**src/rtl/tx_pkg.sv**
```systemverilog
// Shared symbol codes and framer states for the 8b/10b transmit/receive path.
package tx_pkg;

   // Control characters, named after their 8b/10b K-code.
   localparam logic [7:0] K28_5 = 8'hBC;  // idle comma
   localparam logic [7:0] K27_7 = 8'hFB;  // start of frame
   localparam logic [7:0] K29_7 = 8'hFD;  // end of frame
   localparam logic [7:0] K23_7 = 8'hF7;  // in-frame fill on source underrun
   localparam logic [7:0] K30_7 = 8'hFE;  // frame abort

   // SOF has no state of its own: it is emitted on the IDLE->DATA transition.
   typedef enum logic [2:0] {
      IDLE,
      DATA,
      EOF,
      ABORT,
      DRAIN
   } framer_state_t;

endpackage

```
**src/rtl/tx_framer.sv**
```systemverilog
// Transmit framer: turns a valid/ready/last byte stream into one {eb, k} symbol
// per clock for an encoder that never stalls, with commas, fill and aborts.
module tx_framer
   import tx_pkg::*;
#(
   parameter int IDLE_MIN  = 2,
   parameter int MAX_STALL = 4,
   parameter int MAX_LEN   = 256
) (
   input  logic       clk,
   input  logic       reset,
   input  logic [7:0] in_data,
   input  logic       in_valid,
   input  logic       in_last,
   output logic       in_ready,
   output logic [7:0] eb,
   output logic       k,
   output logic       frame_done,
   output logic       frame_abort,
   output logic       busy
);

   localparam int GW = $clog2(IDLE_MIN + 1);
   localparam int SW = $clog2(MAX_STALL + 1);
   localparam int LW = $clog2(MAX_LEN + 1);

   localparam logic [GW-1:0] GAP_MIN   = GW'(IDLE_MIN);
   localparam logic [SW-1:0] STALL_MAX = SW'(MAX_STALL);
   localparam logic [LW-1:0] LEN_MAX   = LW'(MAX_LEN);

   framer_state_t state, state_n;
   logic [GW-1:0] gap_cnt, gap_n;
   logic [SW-1:0] stall_cnt, stall_n, stall_inc;
   logic [LW-1:0] len_cnt, len_n, len_inc;
   logic [7:0]    eb_n;
   logic          k_n, done_n, abort_n;
   logic          accept;

   // Handshake: a byte transfers on any edge where in_valid && in_ready; the
   // source holds in_data/in_last stable until then, and in_ready depends only
   // on state so it never combinationally follows in_valid.
   assign in_ready  = (state == DATA) || (state == DRAIN);
   assign busy      = (state == DATA) || (state == EOF) || (state == DRAIN);
   assign accept    = in_valid && in_ready;
   assign stall_inc = stall_cnt + 1'b1;
   assign len_inc   = len_cnt + 1'b1;

   always_comb begin
      state_n = state;
      gap_n   = gap_cnt;
      stall_n = stall_cnt;
      len_n   = len_cnt;
      eb_n    = K28_5;
      k_n     = 1'b1;
      done_n  = 1'b0;
      abort_n = 1'b0;
      case (state)
         IDLE: begin
            if (in_valid && (gap_cnt >= GAP_MIN)) begin
               eb_n    = K27_7;
               state_n = DATA;
            end else if (gap_cnt < GAP_MIN) begin
               gap_n = gap_cnt + 1'b1;
            end
         end
         DATA: begin
            if (accept) begin
               eb_n    = in_data;
               k_n     = 1'b0;
               len_n   = len_inc;
               stall_n = '0;
               // A last byte landing exactly on the length limit still closes cleanly.
               if (in_last) begin
                  state_n = EOF;
               end else if (len_inc == LEN_MAX) begin
                  state_n = ABORT;
               end
            end else begin
               stall_n = stall_inc;
               if (stall_inc == STALL_MAX) begin
                  eb_n    = K30_7;
                  abort_n = 1'b1;
                  state_n = DRAIN;
               end else begin
                  eb_n = K23_7;
               end
            end
         end
         EOF: begin
            eb_n    = K29_7;
            done_n  = 1'b1;
            gap_n   = '0;
            len_n   = '0;
            state_n = IDLE;
         end
         ABORT: begin
            eb_n    = K30_7;
            abort_n = 1'b1;
            state_n = DRAIN;
         end
         DRAIN: begin
            // Swallow the rest of the aborted frame; commas here do not count as gap.
            if (accept && in_last) begin
               gap_n   = '0;
               stall_n = '0;
               len_n   = '0;
               state_n = IDLE;
            end
         end
         default: state_n = IDLE;
      endcase
   end

   always_ff @(posedge clk) begin
      if (reset) begin
         state       <= IDLE;
         gap_cnt     <= '0;
         stall_cnt   <= '0;
         len_cnt     <= '0;
         eb          <= K28_5;
         k           <= 1'b1;
         frame_done  <= 1'b0;
         frame_abort <= 1'b0;
      end else begin
         state       <= state_n;
         gap_cnt     <= gap_n;
         stall_cnt   <= stall_n;
         len_cnt     <= len_n;
         eb          <= eb_n;
         k           <= k_n;
         frame_done  <= done_n;
         frame_abort <= abort_n;
      end
   end

endmodule

```
**config.mk**
```make
export PLATFORM = sky130hd
export DESIGN_NAME = tx_framer
export DESIGN_NICKNAME = d
export VERILOG_FILES = /design/src/rtl/tx_pkg.sv /design/src/rtl/tx_framer.sv
export SDC_FILE = /design/constraint.sdc
export NUM_CORES = 1
export LEC_CHECK = 0
export BUFFER_PORTS_ARGS = -buffer_cell sky130_fd_sc_hd__clkbuf_2
export CAP_MARGIN = 20
export CORE_MARGIN = 1.5
export CORE_UTILIZATION = 50
export CTS_CLUSTER_DIAMETER = 200
export DETAILED_ROUTE_END_ITERATION = 12
export GPL_TIMING_DRIVEN = 0
export PLACE_DENSITY = 0.75
export SYNTH_ARGS = -nofsm -noshare
export SYNTH_HDL_FRONTEND = slang
export SYNTH_SLANG_ARGS = --single-unit
```
**constraint.sdc**
```tcl
create_clock -name clk -period 1.5 [get_ports clk]
set_input_delay 0.3 -clock clk [delete_from_list [all_inputs] [get_ports clk]]
set_output_delay 0.3 -clock clk [all_outputs]
set_load 0.1 [all_outputs]
```
### After elaboration in Yosys (flattened, before gate mapping)

Index checks and enable logic that the tools add are counted.

| storage, ports and cells | value |
|---|---|
| ROM bits | 0 |
| logic and storage cells | 67 |
| memories kept | 0 |
| bits of input ports | 12 |
| register bits after elaboration | 28 |
| bits in latches | 0 |
| RAM bits | 0 |
| output and inout bits | 13 |

| operators by class | value |
|---|---|
| add/sub/neg operators | 3 |
| divide/modulo/power cells | 0 |
| shifts and indexed selects | 0 |
| $mul | 0 |
| equality and inequality tests | 13 |
| mux-type cells | 25 |
| reduce and logical (&&, ||, !) cells | 15 |
| order comparisons | 2 |
| bitwise gates (word level) | 1 |

Operator list:

| kind | number |
|---|---|
| $pmux 8 s4 | 1 |
| $pmux 9 s3 | 1 |
| $mux 3 | 7 |
| $mux 9 | 2 |
| $pmux 3 s4 | 1 |
| $add 9x1->9 const B | 1 |
| $eq 9x9->1 const B | 1 |
| $mux 8 | 1 |
| $ne 2x2->1 const B | 4 |
| $reduce_and 4->1 | 2 |
| $mux 7 | 1 |
| $eq 3x2->1 const B | 2 |
| $eq 3x3->1 const B | 2 |
| $mux 2 | 3 |
| $pmux 2 s3 | 1 |
| $pmux 3 s2 | 1 |
| $reduce_bool 3->1 | 2 |
| $mux 1 | 4 |
| $mux 4 | 1 |
| $ne 4x3->1 const B | 1 |
| $add 3x1->3 const B | 1 |
| $eq 3x1->1 const B | 1 |
| $logic_and 1x1->1 | 3 |
| $logic_not 3->1 | 1 |
| 12 further kinds | 14 |

### Depth between registers and ports, before layout

Gate-level depths: netlist of run 1.

| logic depth | value |
|---|---|
| depth in word-level cells | 6 |
| depth in mapped cells | 7 |
| depth with buffers taken out | 7 |

### Worst setup path after synthesis of run 1

No wires, ideal clock.

| timing path | value |
|---|---|
| path kind | register -> register |
| start point | reg state[0] |
| end point | reg stall_cnt[1] |
| setup time | 71 ps |
| period minus slack after synthesis | 1,925 ps |
| arrival | 1,854 ps |
| stages on the path, launching flop included | 7 |
| data required time | 1,429 ps |
| path buffers | 1 |
| slack | -425 ps |
| path through | dfxtp_1 > buf_4 > nand2b_4 > a21oi_4 > a31oi_2 > or3b_1 > a21oi_1 |

| between the ends | value |
|---|---|
| word-level cells in the longest chain between the ends | 6 |
| elaborated cells between the ends (all ways) | 10 |
| classes of those cells | 3 x eq/ne; 2 x mux; 5 x reduce/logical |

RTL lines:

| element | RTL line | source |
|---|---|---|
| start, declared | tx_framer.sv:31 | `framer_state_t state, state_n;` |
| start signal, assigned | tx_framer.sv:125 | `state <= state_n;` |
| $eq 3x1->1 / $eq 3x3->1 (equally long branches) | tx_framer.sv:42 | `assign in_ready = (state == DATA) \|\| (state == DRAIN);` |
| $logic_or 1x1->1 (*) | tx_framer.sv:42 |  |
| via in_ready | tx_framer.sv:15 | `output logic in_ready,` |
| $logic_and 1x1->1 (*) | tx_framer.sv:44 | `assign accept = in_valid && in_ready;` |
| $logic_and 1x1->1 | tx_framer.sv:103 | `if (accept && in_last) begin` |
| $ne 2x1->1 (no line) | -- |  |
| $reduce_and 2->1 (no line) | -- |  |
| end signal, assigned | tx_framer.sv:127 | `stall_cnt <= stall_n;` |
| end, declared | tx_framer.sv:33 | `logic [SW-1:0] stall_cnt, stall_n, stall_inc;` |

The timed path passes the listed nets; every way through them passes the cells marked *.
A chain may end at the register's enable or synchronous reset.

### Worst setup path after layout of run 1

| timing path | value |
|---|---|
| start point | reg state[2] |
| end point | out busy |

| between the ends | value |
|---|---|
| word-level cells in the longest chain between the ends | 3 |
| elaborated cells between the ends (all ways) | 5 |
| classes of those cells | 3 x eq/ne; 2 x reduce/logical |

RTL lines:

| element | RTL line | source |
|---|---|---|
| $eq 3x1->1 / $eq 3x2->1 (equally long branches) | tx_framer.sv:43 | `assign busy = (state == DATA) \|\| (state == EOF) \|\| (state == DRAIN);` |
| $logic_or 1x1->1 | tx_framer.sv:43 |  |
| $logic_or 1x1->1 (*) | tx_framer.sv:43 |  |
| end, declared | tx_framer.sv:20 | `output logic busy` |

Every way passes the cells marked *; elsewhere a longest branch is shown, timed or not.

==> results summary, run 1 <==
The run finished, with violations left. The checks that failed: negative setup slack. For this run, the total global-route usage over all layers was measured as 0.233.

For this run, the share of the core covered by cells in the final layout is 0.697. The routed length per placed instance is 14.2 um. After synthesis, the cell types taking the most area are dfxtp_1 (35%), a21oi_1 (4.4%), nor2_1 (4.0%), ha_1 (3.9%), nand2_1 (3.5%).

The total of max-cap violations is 0. For this design the static power due to leakage is 0.868 nW. After floorplanning, the core was sized to cover 0.00303 mm^2. The number of pins exceeding their max-slew limit in the final report is 0. The remaining design rule violation count came out at 0. Input and output buffers added on the ports amount to 23.

Of all cell types, the one taking the most synthesized area is dfxtp_1. The die width came out at 59.4 um. After clock tree synthesis, the flow added hold-fix buffers numbering 0. The compound-cell area share of the yosys netlist came out at 0.212. The mapped netlist covers 0.00159 mm^2. The worst path arrival time is between 1 and 1.5 ns. The netlist uses 57 different library cells. The gate count after technology mapping came out at between 150 and 200. Across the routed clock network, the largest skew measured is 0.00390 ns.

The count of inserted antenna diode cells came out at 0. The starting density of the core came out at 0.526. The growth of design area from synthesis to finish is 32.4%. The number of buffers on the longest clock path came out at 2.

The startpoint kind of the worst setup timing path is a register. Across all layers, the routed design uses 1504 vias. The minimum period implied by the final worst setup slack is 1.78 ns. After detailed routing, the number of vias per cell comes to 5.53.

In this run the number of H-tree levels came out at 1. The initial antenna violation count is 0. The last weighted congestion value of the routability-driven placer is around 0.9.

The worst-case IR drop observed on VDD is around 0.00053 V. Across all setup checks in the final design, the least slack found is -0.282 ns. The routed design has 3870 um of wire.

The setup total negative slack is -1.19 ns. After routing the design area is 0.00211 mm^2. The worst setup path is captured at an output pin. Of the post-synthesis cell area, the dominant cell type holds 0.352. The start-to-end type of the worst setup path is register to output pin. The number of top-level pins is 25. The standard cell area after detailed placement is 0.00179 mm^2. The post-placement worst setup slack came out at -0.342 ns. The number of clock sinks seen by CTS came out at 28. Entering global routing, the biggest net connects 16 pins. The power density over the cells came out at 1480 mW/mm^2.

The die height is 59.4 um. The transition at the pin with the smallest max-transition slack is 0.545 ns. The warning count from the yosys run is 0.

The clock latency on the worst-skew pair came out at 0.34 ns. TritonCTS built the clock tree. The worst pin sits at a relative slew slack of 0.638. The die covers 0.00353 mm^2.

The number of nets at the end of the flow is 246. The number of buffers created by CTS is 3. Counting flops and latches in the post-synthesis netlist gives 28. The largest fanout of any net on the critical path is 4. The number of failing hold endpoints at the final stage is 0. In the finished design, the share of the clock period the worst path needs comes to 1.19. Setup violations remaining at the end of the flow were counted as 11. The number of filler instances in the final layout came out at 213. The worst path required time came out at between 1 and 1.5 ns. The half-perimeter wire length of the detailed placement result is 2560 um.

The number of placement rows is 20. Of the synthesized area, sequential elements account for 0.352. The net count of the mapped netlist is 201. The detailed-routing iteration count for the pre-antenna-repair pass is 4. In the post-synthesis netlist, the cell with the most instances is dfxtp_1. The via count of the first global-routing pass came out at 1423. The detail route stage leaves a number of antenna-violating nets equal to 0. The fraction of registers with async set or reset after synthesis came out at 0. The global-route congestion overflow total is 0.

The clock-pin slew on the worst setup and hold paths came out at ~0.15 ns. The tree is rooted in a clkbuf_4. Counting flops with a built-in enable in the synthesized netlist gives 0. A synthesized cell averages 8.66 um^2.

The area share of xor/xnor cells in the synthesized design is 0.0110. The simple logic cell fraction of the synthesized area came out at 0.303. The most used flip-flop cell after synthesis is dfxtp_1. The global-route wire length before repair came out at 6300 um. Sorting the synthesized cells by how often they occur yields dfxtp_1 (28), nor2_1 (17), nand2_1 (15). The share of cells above drive strength 1 came out at 0.408.

Setup repair after global routing could not meet its margin everywhere. The min-delay analysis places its worst path in the category input pin to register. The largest family of logic cells by synthesized area is simple AND/OR/NAND/NOR gates. Of the total synthesized cell area, the portion taken by full adders, half adders and majority gates is 0.0393.

The portion of synthesized area spent on multiplexers is 0.0314. After the first detailed-routing iteration, the DRC count stood at 85. Based on the critical path, the design can be clocked at up to 561 MHz.
routing by layer:
layer	vias to the layer above	GRT usage	wire, um
met4	0	0.117	68
met1	726	0.275	1670
met3	7	0.0284	73
met2	23	0.410	2050
li1	748	-	-
met5	-	0	0
repair_timing:
action                                  4_1_cts  5_1_grt
gates resized for setup                      32       12
endpoints found under the setup margin       17       20
pin swaps                                     8       15
setup buffers                                14        6
flip-flops by register name, summed over array words and instances (netlist names):
register / count
gap_cnt: 2
stall_cnt: 3
eb: 8
frame_abort: 1
len_cnt: 9
state: 3
k: 1
frame_done: 1
placed cells by master (no fill, tap or decap), types with 3 or more instances in the layout:
cell	n
mux2i_1	5
dfxtp_1	19
or3_1	5
nor3_1	3
and2_1	3
dfxtp_4	6
clkbuf_4	3
buf_4	15
nor2_1	16
buf_6	5
o21ai_1	5
o21ai_0	8
nand2_1	13
ha_1	3
clkbuf_2	21
a21oi_1	13
and3_1	3
dfxtp_2	3
nand3_1	5
inv_1	6
or2_2	3
power by group:
part	switching, mW	internal (mW)
clock network	0.237	0.149
logic	1.13	0.650
registers	0.0908	0.869
per-stage QoR:
stage	hold slack (ns)	std cells	power [mW]
3_3_place_gp	0.467	251	2.42
4_1_cts	0.134	268	3.05
6_report	0.129	272	3.12
3_5_place_dp	0.482	251	2.45
5_1_grt	0.126	272	3.31
2_1_floorplan	0.407	184	2.21
final timing paths:
kind                            slack (ns)               startpoint  cells past startpoint                       to
worst max-delay path                 -0.28    state[2]$_SDFFE_PP0P_                      4                     busy
worst min-delay path                  0.13               in_data[5]                      2         eb[5]$_SDFF_PP1_
worst max register to register       -0.19    state[2]$_SDFFE_PP0P_                      6  len_cnt[7]$_SDFFE_PP0P_
worst min register to register        0.53  gap_cnt[0]$_SDFFE_PP0P_                      2  gap_cnt[0]$_SDFFE_PP0P_
cell families (layout without fill, tap and decap cells):
kind of cell    Yosys count  in the layout
simple gates             80             80
compound gates           49             49
flops                    28             28
buf+inv                  15             59
fa+ha+maj                 5              5
mux                       5              5
xor+xnor                  2              2
final cells by class:
class	instances	area, um^2	area share
Inverter	7	26.3	0.0125
Multi-Input combinational cell	141	1050	0.497
Timing Repair Buffer	41	305	0.145
Tap cell	44	55.1	0.0261
Clock buffer	4	36.3	0.0172
Buffer	7	51.3	0.0243
Sequential cell	28	587	0.278
critical path, stage by stage, from the launching register on:
cell,delay (ns)
dfxtp_4,0.40
or2b_1,0.27
a21o_4,0.23
nand2_4,0.06
clkbuf_16,0.19
No activity file was read; power rests on OpenSTA's default activity.
==> run 2: changes to the inputs <==
--- a/config.mk
+++ b/config.mk
@@ -7,6 +7,7 @@
 export LEC_CHECK = 0
 export BUFFER_PORTS_ARGS = -buffer_cell sky130_fd_sc_hd__clkbuf_2
 export CAP_MARGIN = 20
+export CORE_ASPECT_RATIO = 1.2
 export CORE_MARGIN = 1.5
 export CORE_UTILIZATION = 50
 export CTS_CLUSTER_DIAMETER = 200
==> results summary, run 2 (synthesized netlist as in run 1, its figures left out) <==
The flow ran to the end, but the final reports show violations. The checks that failed: negative setup slack. Counting flops per register, the top entry is len_cnt. The total of max-cap violations is 0. The critical path goes through or2b_1 > a21o_4 > nand2_4 > clkbuf_16. After layout, the design draws a total of 3.47 mW. The number of clock sinks seen by CTS is 28.

For this run, the share of the core covered by cells in the final layout is 0.776. The number of buffers on the longest clock path is 2. Once detail routing completed, the nets flagged for antenna violations numbered 0. The final wirelength is 4890 um. The via count of the first global-routing pass came out at 1610. The number of failing hold endpoints at the final stage was 0.

The initial antenna violation count is 0. The startpoint identified for the worst hold timing path is in_data[5]. The worst vdd rail ir drop is 0.00122 V. The detail-routed via count per cell came out at 6.17. The number of nets at the end of the flow came out at 261.

The via count came out at roughly 1.7k. The startpoint identified for the worst register-to-register timing path is state[2]$_SDFFE_PP0P_. For this configuration, the core starts out at a cell density of 0.521.

The TritonCTS clock tree is yes. The half-perimeter wire length of the detailed placement result came out at 2710 um. Leaving out fill and tap cells, the most frequent cells in the layout are buf_4 (25), clkbuf_2 (21), dfxtp_1 (19), nor2_1 (16), nand2_1 (11). The global-route wire length before repair came out at 7240 um. The setup slack on the worst flop-to-flop path came out at -0.13 ns. TritonCTS created 3 clock buffers.

The launch point of the critical path is state[2]$_SDFFE_PP0P_. The worst-case clock skew is 0.00166 ns. The die width is approximately 55 um. The worst setup path is captured at an output pin.

The congestion estimate from routability-driven global placement came to slightly above 0.9. The worst slew margin relative to its limit is 0.636. For this run, the slowest stage of the critical path takes 0.40 ns. The root buffer cell chosen for the clock tree is clkbuf_4.

The path class of the tightest hold or removal check is input pin to register. The worst setup path is of the register to output pin kind. The CTS H-tree depth came out at 1. The repair_antennas step left the layout with diodes totalling 0. Pin placement for this block handled 25 I/O pins. After floorplanning, the core was sized to cover 0.00306 mm^2.

The depth of the worst register-to-register path is 8. For this run, the top clock speed supported by timing is 562 MHz. The path with the worst hold slack has its endpoint at eb[5]$_SDFF_PP1_. Entering global routing, the biggest net connects 15 pins. In the routed design, unresolved DRC markers number 0. After layout, the minimum clock period comes to 1.78 ns.

Port buffering added 23 buffers. The share of cells above drive strength 1 is 0.521. In this run the worst path has a maximum fanout of 4. The slowest cell on the critical path is dfxtp_4. The flip-flop count of the largest register, all copies and words added came out at 9.

The number of placement rows is 22. The violation count after the first detailed-route iteration is 66. The worst register-to-register path ends at stall_cnt[1]$_SDFFE_PP0P_. The routed length per placed instance came out at 17.6 um. The worst setup path is launched from a register. The final worst-path setup slack is -0.281 ns. At the later pin of the worst-skew pair, clock insertion delay measures 0.33 ns. From synthesis to final layout, the design area changed by 48.9%. Leaving out fill and tap cells, the most frequent cell in the layout is buf_4. The area enclosed by the die boundary is between 0.003 and 0.004 mm^2.

In the final layout, the registers with the most flip-flops are len_cnt: 9 flops, eb: 8 flops. The die height came out at between 60 and 70 um. The global-route congestion overflow total came out at 0. Setup repair after global routing could not meet its margin everywhere. The share of the cycle needed by the critical path after routing came out at 1.19. The aggregate global-route resource usage is 0.274. The worst path arrival time came out at about 1.5 ns. The clock-pin slew on the worst setup and hold paths is 0.14 ns. The number of pins exceeding their max-slew limit in the final report is 0. Power spread over the standard cell area amounts to 1460 mW/mm^2. The worst hold path passes through 2 cells. The reported leakage power came out at 0.974 nW. Data on the critical path is required at its endpoint by ~1.2 ns.

The setup violation total in the final timing report is 14. The number of hold-repair buffers added at the cts stage came out at 0. The detailed-routing iteration count for the pre-antenna-repair pass came out at 6. For the pin with the worst max-slew slack, the measured transition is 0.545 ns.
## run 2: changes by cell type in the layout (fill, tap and decap cells not counted), sizes merged
cell    before  now
bufbuf       0    1
buf         23   36
## run 2: through the flow
step	hold WS, ns	cell area (um^2)	TNS, ns	setup WS, ns	cells
after global routing	0.145	2370	-1.84	-0.311	278
after floorplan	0.407	1620	-0.994	-0.413	184
after detailed placement	0.490	1780	-1.71	-0.344	243
after CTS	0.152	2170	-0.604	-0.265	269
final	0.145	2370	-1.11	-0.281	278
after global placement	0.465	1780	-1.08	-0.342	243
## run 2: area by class of cell
type | instances | area, um^2
Multi-Input combinational cell | 141 | 1170
Sequential cell | 28 | 589
Inverter | 7 | 26.3
Fill cell | 168 | 684
Tap cell | 36 | 45.0
Buffer | 7 | 63.8
Timing Repair Buffer | 56 | 458
Clock buffer | 3 | 22.5
## run 2: worst max path at each step
stage | endpoint | cells after the start
5_1_grt | busy | 4
4_1_cts | busy | 4
2_1_floorplan | stall_cnt[1]$_SDFFE_PP0P_ | 6
6_report | busy | 4
3_3_place_gp | busy | 5
3_5_place_dp | busy | 5
## run 2: per-layer routing
metal | up-vias | GRT usage | part of all wire
met2 | 80 | 0.500 | 0.54
met4 | 0 | 0.116 | 0.039
met5 | - | 0 | 0
li1 | 780 | - | -
met1 | 829 | 0.294 | 0.37
met3 | 26 | 0.0461 | 0.054
## run 2: worst max-delay path, delay by kind of cell (launching register included)
kind                   cells  cell delay (ns)
DFF                        1             0.40
and+or+nand+nor            2             0.32
AOI/OAI and AO/OA          1             0.23
buffers and inverters      1             0.19
## run 2: timing repair
action                                  CTS  global route
gates cloned                              1             0
buffers inserted                         24            10
endpoints found under the setup margin   17            19
gates resized for setup                  46            36
pin swaps                                19            17
## run 2: power by group
group,switching [mW],internal (mW),leakage (nW)
sequential,0.0930,0.860,0.234
clock,0.222,0.0946,0.0138
combinational,1.30,0.903,0.727
==> run 3: changes to the inputs <==
--- a/config.mk
+++ b/config.mk
@@ -13,7 +13,7 @@
 export CTS_CLUSTER_DIAMETER = 200
 export DETAILED_ROUTE_END_ITERATION = 12
 export GPL_TIMING_DRIVEN = 0
-export PLACE_DENSITY = 0.75
+export PLACE_DENSITY = 0.8
 export SYNTH_ARGS = -nofsm -noshare
 export SYNTH_HDL_FRONTEND = slang
 export SYNTH_SLANG_ARGS = --single-unit
==> results summary, run 3 (synthesized netlist as in run 1, its figures left out) <==
The worst setup path is of the register to output pin kind. In the final layout, the registers with the most flip-flops are len_cnt: 9 flops, eb: 8 flops. Data arrives at the worst endpoint at 1.49 ns.

The endpoint of the worst hold path is eb[7]$_SDFF_PP1_. The worst setup path is launched from a register. Setup repair after global routing could not meet its margin everywhere. For this design, the slowest cell found on the critical path is dfxtp_4. The flow ran to the end, but the final reports show violations. The layout has 213 filler cells. The library cells used most frequently in the layout, excluding fill and tap cells, are buf_4 (22), clkbuf_2 (21), dfxtp_1 (18), nor2_1 (17), nand2_1 (12). The aggregate global-route resource usage is 0.222.

The standard cell area after detailed placement is 0.00178 mm^2. The cell depth of the worst hold path is 2. In this run the tightest slew margin relative to its limit is 0.630. The startpoint identified for the worst hold timing path is in_data[7]. In this run the static leakage power is about 0.91 nW. The die is 54.5 um wide. The setup violation total in the final timing report came out at 11. The initial antenna violation count is 0.

The flip-flop count of the largest register, all copies and words added is 9. The final worst-path setup slack came out at -0.289 ns. The launching point of the worst reg2reg path is state[2]$_SDFFE_PP0P_.

The register bank with the most flops is len_cnt. The violation count after the first detailed-route iteration came out at 68. The peak per-stage delay on the critical path came out at roughly 0.40 ns. Along the worst path, the maximum fanout reaches 8. The number of antenna-violating nets in the routed design is 0. The last weighted congestion value of the routability-driven placer came out at 0.923.

The final wirelength is 4210 um. Timing would allow up to roughly 560 MHz. The area of the core came out at 0.00306 mm^2. The number of hold-repair buffers added at the cts stage is 0. The post-route cell area is 0.00222 mm^2.

The die height came out at between 60 and 70 um. The remaining design rule violation count came out at 0. The dominant delay contributor by cell family on the critical path is flip-flops. The number of failing hold endpoints at the final stage is 0. TritonCTS built the clock tree. The setup slack on the worst flop-to-flop path came out at -0.16 ns. The CTS H-tree depth came out at 1. The starting density of the core is 0.521. In the final layout, the share of cells above drive strength 1 is 0.474. The detailed-routing iteration count for the pre-antenna-repair pass is 4. The number of buffers on the longest clock path came out at 2.

The checks that failed: negative setup slack. The clock latency on the worst-skew pair is 0.33 ns. The first global-routing pass estimated about 5900 um of wire.

The count of inserted antenna diode cells came out at 0. The minimum period implied by the final worst setup slack is 1.79 ns. The detail-routed via count per cell is between 5 and 6. The root buffer cell is clkbuf_4.

The share of the cycle needed by the critical path after routing is 1.19. The number of top-level pins came out at 25. The power density over the cells came out at between 1000 and 1500 mW/mm^2.

The number of nets at the end of the flow is 253. The largest net degree at the start of global routing came out at 15. The clock-pin slew on the worst setup and hold paths came out at around 0.14 ns. The element type at the critical path end is an output pin. The worst vdd rail ir drop is approximately 0.0012 V. The quantity of I/O buffers inserted on ports is 23. The via count of the first global-routing pass came to 1357. The worst-case clock skew came out at 0.00290 ns.

The via count came out at 1562. Leaving out fill and tap cells, the most frequent cell in the layout is buf_4. After legalization and detailed placement, the total HPWL measured 2550 um. The total of max-cap violations came out at 0. The number of placement rows is 22. The worst register-to-register path ends at stall_cnt[1]$_SDFFE_PP0P_. The number of pins exceeding their max-slew limit in the final report is 0. The global-route congestion overflow total is 0.

The transition at the pin with the smallest max-transition slack came out at 0.556 ns. Counting both buffers and inverters, the worst setup path holds a total of 2. Walking the worst path, the cells encountered are buf_8 > nand2b_4 > a21o_4 > nand2_4 > clkbuf_16. The growth of design area from synthesis to finish came out at 39.2%.

The path class of the tightest hold or removal check is input pin to register. The tightest hold margin is 0.139 ns. The depth of the worst register-to-register path came out at 7. The worst path required time came out at 1.20 ns. The routed length per placed instance is 15.6 um.

Buffers inserted during clock tree synthesis total 3. The setup total negative slack is -1.09 ns. The number of clock sinks seen by CTS is 28. The area enclosed by the die boundary is ~0.0035 mm^2.
## run 3: repair_timing
action                                  4_1_cts  5_1_grt
pin swaps                                     6       19
resized for setup                            33       31
endpoints found under the setup margin       16       15
setup buffers                                 7       18
## run 3: worst register-to-register path, cell delays in order (launching register included)
cell and delay [ns]:
dfxtp_4 0.40, buf_8 0.14, buf_4 0.14, nor3b_4 0.21, buf_4 0.16, a31oi_4 0.04
or3b_1 0.39, a21oi_2 0.14
## run 3: area by class of cell
type	instances	area [um^2]	area share
timing repair buffer	48	367	0.165
buffer	7	57.6	0.0260
multi-input combinational	141	1110	0.500
tap	36	45.0	0.0203
clock buffer	3	22.5	0.0102
sequential	28	591	0.266
inverter	7	26.3	0.0119
## run 3: how the worst max path moves through the flow
| stage | slack, ns | depth (start not counted) | from | to |
|---|---|---|---|---|
| floorplan | -0.41 | 6 | state[0]$_SDFFE_PP0P_ | stall_cnt[1]$_SDFFE_PP0P_ |
| global placement | -0.35 | 5 | state[2]$_SDFFE_PP0P_ | busy |
| detailed placement | -0.36 | 5 | state[2]$_SDFFE_PP0P_ | busy |
| CTS | -0.29 | 5 | state[2]$_SDFFE_PP0P_ | busy |
| global route | -0.32 | 4 | state[2]$_SDFFE_PP0P_ | busy |
| finish | -0.29 | 5 | state[2]$_SDFFE_PP0P_ | busy |
## run 3: report_power, final
group	switching [mW]	internal [mW]	total (mW)	leakage, nW
clock network	0.219	0.0945	0.313	0.0138
registers	0.0968	0.867	0.964	0.234
logic	1.21	0.799	2.00	0.662
total	1.52	1.76	3.28	0.910
## run 3: routing by layer
layer | track usage | vias up | wire length [um]
li1 | - | 764 | -
met1 | 0.255 | 713 | 1650
met2 | 0.401 | 68 | 2180
met3 | 0.0300 | 17 | 233
met4 | 0.0781 | 0 | 144
met5 | 0 | - | 0
## run 3: through the flow
stage               instances  setup slack (ns)   util  total power [mW]
floorplan                 184            -0.413      -              2.21
global placement          243            -0.350  0.582              2.41
detailed placement        243            -0.362  0.582              2.43
CTS                       252            -0.294  0.640              2.91
global route              270            -0.319  0.726              3.45
finish                    270            -0.289  0.726              3.28
